### src/rtl/fetch_queue.sv
// Fetch-side instruction queue: captures {pc, instruction} each cycle and hands entries to decode
// over valid/ready, back-pressures the PC through stall, and drops wrong-path fetches on flush.
module fetch_queue #(
  parameter int ADDR_W       = 32,
  parameter int INSTR_W      = 32,
  parameter int DEPTH        = 4,
  parameter int FLUSH_SHADOW = 1
) (
  input  logic               clock,
  input  logic               reset,
  input  logic [ADDR_W-1:0]  pc,
  input  logic [INSTR_W-1:0] imem_data,
  input  logic               fetch_en,
  input  logic               flush,
  output logic               stall,
  output logic               id_valid,
  input  logic               id_ready,
  output logic [ADDR_W-1:0]  id_pc,
  output logic [INSTR_W-1:0] id_instr
);

  localparam int               PTR_W       = $clog2(DEPTH);
  localparam int               CNT_W       = PTR_W + 1;
  localparam logic [CNT_W-1:0] FULL_COUNT  = CNT_W'(DEPTH);
  localparam logic [2:0]       SHADOW_INIT = 3'(FLUSH_SHADOW);

  typedef struct packed {
    logic [ADDR_W-1:0]  pc;
    logic [INSTR_W-1:0] instr;
  } entry_t;

  entry_t           storage [DEPTH];
  logic [PTR_W-1:0] wr_ptr;
  logic [PTR_W-1:0] rd_ptr;
  logic [CNT_W-1:0] count;
  logic [CNT_W-1:0] count_next;
  logic [2:0]       shadow;

  logic full;
  logic empty;
  logic push;
  logic pop;

  assign full  = (count == FULL_COUNT);
  assign empty = (count == '0);

  // stall depends only on registered count, so a pop never frees a slot in the same cycle.
  assign stall    = full;
  assign id_valid = !empty;
  assign id_pc    = storage[rd_ptr].pc;
  assign id_instr = storage[rd_ptr].instr;

  assign push = fetch_en && !full && (shadow == 3'd0) && !flush;
  assign pop  = id_valid && id_ready && !flush;

  always_comb begin
    // NOTE: default assigned first so every path drives count_next and no latch is inferred.
    count_next = count;
    unique case ({push, pop})
      2'b10:   count_next = count + CNT_W'(1);
      2'b01:   count_next = count - CNT_W'(1);
      default: count_next = count;
    endcase
  end

  always_ff @(posedge clock or negedge reset) begin
    if (!reset) begin
      // NOTE: storage is cleared on reset so id_pc/id_instr read zero while the queue is empty.
      for (int i = 0; i < DEPTH; i++) begin
        storage[i] <= '0;
      end
      // NOTE: sequential state uses non-blocking assignments so all registers update together.
      wr_ptr <= '0;
      rd_ptr <= '0;
      count  <= '0;
      shadow <= '0;
    end else if (flush) begin
      wr_ptr <= '0;
      rd_ptr <= '0;
      count  <= '0;
      shadow <= SHADOW_INIT;
    end else begin
      if (push) begin
        storage[wr_ptr] <= '{pc: pc, instr: imem_data};
        wr_ptr          <= wr_ptr + PTR_W'(1);
      end
      if (pop) begin
        rd_ptr <= rd_ptr + PTR_W'(1);
      end
      count <= count_next;
      if (shadow != 3'd0) begin
        shadow <= shadow - 3'd1;
      end
    end
  end

endmodule

### config.mk
export PLATFORM = sky130hd
export DESIGN_NAME = fetch_queue
export DESIGN_NICKNAME = d
export VERILOG_FILES = /design/src/rtl/fetch_queue.sv
export SDC_FILE = /design/constraint.sdc
export NUM_CORES = 1
export LEC_CHECK = 0
export CAP_MARGIN = 20
export CORE_MARGIN = 3
export CORE_UTILIZATION = 45
export CTS_BUF_LIST = sky130_fd_sc_hd__clkbuf_4 sky130_fd_sc_hd__clkbuf_8
export CTS_CLUSTER_DIAMETER = 120
export DETAILED_ROUTE_END_ITERATION = 16
export PLACE_DENSITY = 0.74
export SLEW_MARGIN = 20
export SYNTH_ARGS = -nofsm -noshare
export SYNTH_HDL_FRONTEND = slang
export SYNTH_SLANG_ARGS = --single-unit
export TNS_END_PERCENT = 5
### constraint.sdc
create_clock -name clock -period 4.7 [get_ports clock]
set_clock_uncertainty 0.15 [all_clocks]
set_input_delay 0.705 -clock clock [delete_from_list [all_inputs] [get_ports clock]]
set_output_delay 0.705 -clock clock [all_outputs]
set_load 0.01 [all_outputs]
==> flow_metrics.tcl, run 1 <==
set metrics [dict create \
    arrival_ns 2.85 \
    synth_edf_count 0 \
    post-synth-top-area-cell "dfrtp_1" \
    io_pins 135 \
    setup_viol 0 \
    mappedNetlistArea_um2 11580 \
    min_period_over_period 0.7881 \
    synth_cell_type_count 31 \
    grt_max_degree 133 \
    cts_tree "done" \
    fin_cells 1189 \
    cts.sinks 266 \
    preCtsSetupSlack_ns 1.233 \
    status "finished clean" \
    dp_hpwl_mm 13.48 \
    power_leakage_nw 6.621 \
    syn2layout_area_growth_pct 22.99 \
    first_iter_violations 316 \
    clock_path_buffers 3 \
    yosysWarnings 0 \
    path_delay_family "buffers and inverters" \
    post_cts_resized 0 \
    fmax_ghz 0.2700 \
    yosysSeqAreaShare 0.5749 \
    drive_gt1_frac 0.4331 \
    dieHeight_um 166.4 \
    drc_errors 0 \
    finalWorstSetupSlack_ns 0.9961 \
    path_buf_inv 2 \
    yosys.area.top_type_share 0.5749 \
    fin_nets 904 \
    fin_tns_setup_ns 0 \
    whs_ns 0.3364 \
    grt.total_usage 0.1661 \
    first_pass_iters 4 \
    slew_headroom 0.2849 \
    critPathLaunchType "flop" \
    antenna_found_initial 1 \
    design.core.area_um2 25250 \
    synth_area_leaders "dfrtp_1 57%, mux2_2 21%, mux4_2 12%" \
    pwr_density_cell_nw_per_um2 546.9 \
    dieArea_um2 27690 \
    async_reset_ff_frac 1.000 \
    netlist_top_cells_count "266 x dfrtp_1, 215 x mux2_2, 64 x mux4_2" \
    cts.clk_slew.worst_paths_ns 0.06 \
    rsz0062_at_grt "no" \
    vias 6399 \
    clk_latency_ns 0.52 \
    finalWirelength_mm 22.48 \
    slowest_stage "dfrtp_4" \
    cts_made_buffers 45 \
    gp_congestion 0.7170 \
    drv_slew 0 \
    post_cts_buffers 0 \
    final_util 0.5638 \
    grt.overflow.total 0 \
    clockRootBuffer "clkbuf_8" \
    yosysMostFrequentCell "dfrtp_1" \
    grt_pass1_vias 7001 \
    postRouteAntennaNets 0 \
    setup.worst_path.end_class "output pin" \
    dp_cells 1109 \
    die_width_um 166.4 \
    cp_slowest_stage_delay_ns 0.80 \
    period_minus_slack_ns 3.704 \
    ir_drop_v 0.0003252 \
    start_util 0.4584 \
    worstPathMaxFanout 39 \
    diodes 0 \
    drv_cap 0 \
    htreeDepth 2 \
    postSynthCellCount 681 \
    syn_avg_cell_area_um2 17.00 \
    required_ns 3.85 \
    num_rows 58 \
    syn-num-nets 757 \
    io_buffers 134 \
    synth_seq_cells 266 \
    hold_viol 0 \
    worstPathCellList "buf_12 -> mux4_2 -> clkdlybuf4s50_1" \
    tightestPinTransition_ns 1.073 \
    viasPerCell 5.382 \
    worstHoldPathType "reg2reg" \
    hold_buffers 0 \
    critPathKind "reg2out" \
    wl_per_cell_um 18.90 \
    grt_pass1_wl_mm 37.36 \
    yosys_most_used_dff "dfrtp_1" \
]
## worst register-to-register path: stages, from the launching register on
cell     delay [ns]
dfrtp_1        0.39
inv_1          0.06
ha_1           0.15
ha_1           0.31
nand2_1        0.22
nor3_4         0.44
nand2_4        0.69
mux2_1         0.59
## logic make-up (layout without fill, tap and decap cells)
family / Yosys count / in the layout / share of synthesized area
xor+xnor: 3 / 3 / 0.002270
mux: 322 / 322 / 0.3754
buf+inv: 45 / 223 / 0.01783
simple gates: 26 / 26 / 0.01459
compound gates: 12 / 12 / 0.006702
flops: 266 / 266 / 0.5749
fa+ha+maj: 7 / 7 / 0.008213
## power breakdown
group	switching, W	internal [W]	leakage [nW]
combinational	0.000939	0.00162	2.56
clock	0.000873	0.00127	0.514
sequential	0.000308	0.00277	3.55
## registers in the layout (all words and copies together) (netlist names)
| register | flops |
|---|---|
| storage | 256 |
| wr_ptr | 2 |
| count | 3 |
| rd_ptr | 2 |
| shadow | 3 |
## worst paths after layout
check                      slack [ns]  cells past startpoint         start           end
max                               1.0                      3     rd_ptr[0]     id_pc[20]
min                              0.34                      1  storage[238]  storage[238]
max reg2reg                      1.59                      7     shadow[0]   storage[52]
min reg2reg                      0.34                      1  storage[238]  storage[238]
max in group asynchronous        2.73                      4         reset   storage[45]
min in group asynchronous        0.52                      2         reset  storage[144]
## routing by layer
layer	vias up	track usage	share of wire	wire length, um
li1	2848	-	-	-
met1	3365	0.2298	0.46	10310
met2	151	0.2722	0.48	10780
met3	33	0.03571	0.045	1010
met4	2	0.04017	0.016	356
met5	-	0	0.00058	13
## placed cells by master, fill, tap and decap left out, drive strengths merged, types with 5 or more instances in the layout
cell type	instances
buf	6
clkbuf	72
clkdlybuf4s50	133
dfrtp	266
ha	6
inv	5
mux2	258
mux4	64
nand2	9
nor2	9
## cell type report
cell class	instances	area, um2
fill	2019	11020
inverter	5	18.77
tap	330	412.9
clock buffer	72	909.6
multi-input combinational	370	4715
sequential	266	6661
timing repair buffer	140	1464
clock inverter	6	57.56
## through the flow
stage                     instance area (um2)  total power (W)
after global placement                  13230         0.005655
after floorplan                         11580         0.004509
final                                   14240         0.007787
after detailed placement                13230         0.005713
after global routing                    14240         0.008226
after CTS                               14200         0.007900
Power figures use the tool's default switching activity.
==> inputs of run 2 (changes only) <==
PLACE_DENSITY = 0.77   (was 0.74)
clock period = 3 ns   (was 4.7 ns; I/O delays follow)
==> flow_metrics.tcl, run 2 (same netlist as run 1, synthesis figures left out) <==
set metrics [dict create \
    status "finished clean" \
    dr_wl_met3_mm 1.121 \
    vias 6485 \
    path_buf_inv 3 \
    viasPerCell 5.355 \
    fillers 1974 \
    grt_max_degree 72 \
    fmax_ghz 0.3446 \
    drv_slew 0 \
    layout_common_cells "264 x dfrtp_1, 215 x mux2_2, 110 x clkdlybuf4s50_1" \
    io_pins 135 \
    pwr_density_cell_nw_per_um2 849.6 \
    io_buffers 134 \
    required_ns 2.40 \
    cts.clk_slew.worst_paths_ns 0.06 \
    wl_per_cell_um 19.21 \
    syn2layout_area_growth_pct 25.68 \
    grt.total_usage 0.1719 \
    setup.worst_path.end_class "output pin" \
    final_common_cell "dfrtp_1" \
    period_minus_slack_ns 2.902 \
    first_pass_iters 4 \
    cts_made_buffers 45 \
    top_regs "storage x256, count x3, shadow x3" \
    gp_congestion 0.7662 \
    slew_headroom 0.5988 \
    cp_slowest_stage_delay_ns 0.51 \
    arrival_ns 2.30 \
    rsz0062_at_grt "yes" \
    highest_layer "met4" \
    critPathKind "reg2out" \
    wl_met2_mm 11.36 \
    worstPathMaxFanout 10 \
    drv_cap 0 \
    fin_total_pwr_w 0.01236 \
    finalWirelength_mm 23.26 \
    drc_errors 0 \
    design.core.area_um2 25250 \
    postRouteAntennaNets 0 \
    dieArea_um2 27690 \
    fin_area_um2 14550 \
    first_iter_violations 265 \
    power_leakage_nw 7.024 \
    tightestPinTransition_ns 0.6018 \
    clock_path_buffers 3 \
    whs_ns 0.3165 \
    critPathLaunchType "flop" \
    preCtsSetupSlack_ns 0.1192 \
    diodes 0 \
    wirelength_met1_mm 10.38 \
    dp_cells 1128 \
    hold_viol 0 \
    htreeDepth 2 \
    largest_register_ffs 256 \
    dp_hpwl_mm 14.30 \
    grt.overflow.total 0 \
    grt_pass1_vias 7156 \
    worstPathCellList "buf_12 -> clkbuf_16 -> mux4_2 -> clkdlybuf4s50_1" \
    antenna_found_initial 0 \
    cts.sinks 266 \
    drive_gt1_frac 0.4472 \
    clockRootBuffer "clkbuf_8" \
    worstHoldPathType "in2async" \
    min_period_over_period 0.9672 \
    slowest_stage "mux4_2" \
    clk_latency_ns 0.53 \
    fin_nets 927 \
    place_area_um2 13440 \
    die_width_um 166.4 \
    fin_cells 1211 \
    start_util 0.4584 \
    grt_pass1_wl_mm 38.69 \
    setup_viol 0 \
    cts_tree "done" \
    dieHeight_um 166.4 \
    ir_drop_v 0.0004388 \
    top_register "storage" \
    num_rows 58 \
    finalWorstSetupSlack_ns 0.09840 \
    path_delay_family "buffers and inverters" \
]
## run 2: cell types whose count changed in the layout (fill, tap and decap cells not counted), moves of 2 or more
cell / previous run / this run
dlygate4sd2_1: 0 / 2
buf_12: 4 / 10
clkbuf_8: 59 / 55
clkbuf_4: 13 / 17
clkdlybuf4s50_1: 133 / 110
buf_4: 0 / 15
dlymetal6s2s_1: 0 / 21
## run 2: repair_timing
| action | CTS | global route |
|---|---|---|
| gates cloned | 0 | 1 |
| resized for setup | 3 | 22 |
| endpoints found under the hold margin | 66 | 0 |
| hold buffers | 1 | 0 |
| setup endpoints to repair | 55 | 43 |
| buffers inserted | 4 | 0 |
## run 2: per-stage QoR
stage	utilization	setup TNS (ns)
floorplan	-	0
global placement	0.5322	0
detailed placement	0.5322	0
CTS	0.5729	0
global route	0.5761	-0.02154
finish	0.5761	0
## run 2: where the power goes
| group | total, W | internal [W] | switching [W] | leakage (nW) |
|---|---|---|---|---|
| clock | 0.00340 | 0.00203 | 0.00137 | 0.514 |
| combinational | 0.00423 | 0.00265 | 0.00159 | 2.96 |
| sequential | 0.00473 | 0.00434 | 0.000388 | 3.55 |
## run 2: final timing paths
| check | from | endpoint | slack [ns] | depth (start not counted) |
|---|---|---|---|---|
| max in group asynchronous | reset | storage[174] | 1.57 | 3 |
| min in group clock | storage[123] | storage[123] | 0.34 | 1 |
| worst max register to register | shadow[0] | count[2] | 0.31 | 10 |
| worst max-delay path | rd_ptr[0] | id_instr[17] | 0.1 | 4 |
| worst min register to register | storage[123] | storage[123] | 0.34 | 1 |
| worst min-delay path | reset | storage[143] | 0.32 | 2 |
## run 2: cell type report
class                   count  area [um2]  share of cell area
repair buffers            163        1783              0.1225
multi-input cells         370        4715              0.3240
flip-flops and latches    266        6661              0.4578
well taps                 330       412.9             0.02838
clock buffers              72       884.6             0.06080
inverters                   5       18.77            0.001290
clock inverters             5       75.07            0.005160
## run 2: layer usage
metal,GRT usage,up-vias
li1,-,2897
met1,0.2327,3430
met2,0.2811,126
met3,0.04047,32
met4,0.04914,0
met5,0,-
## run 2: worst register-to-register path, delay by kind of cell (launching register included)
kind                       cells  cell delay [ns]
DFF                            1             0.39
and+or+nand+nor                3             0.67
AOI/OAI and AO/OA              3             0.61
adders and majority gates      3             0.73
buffers and inverters          1             0.06
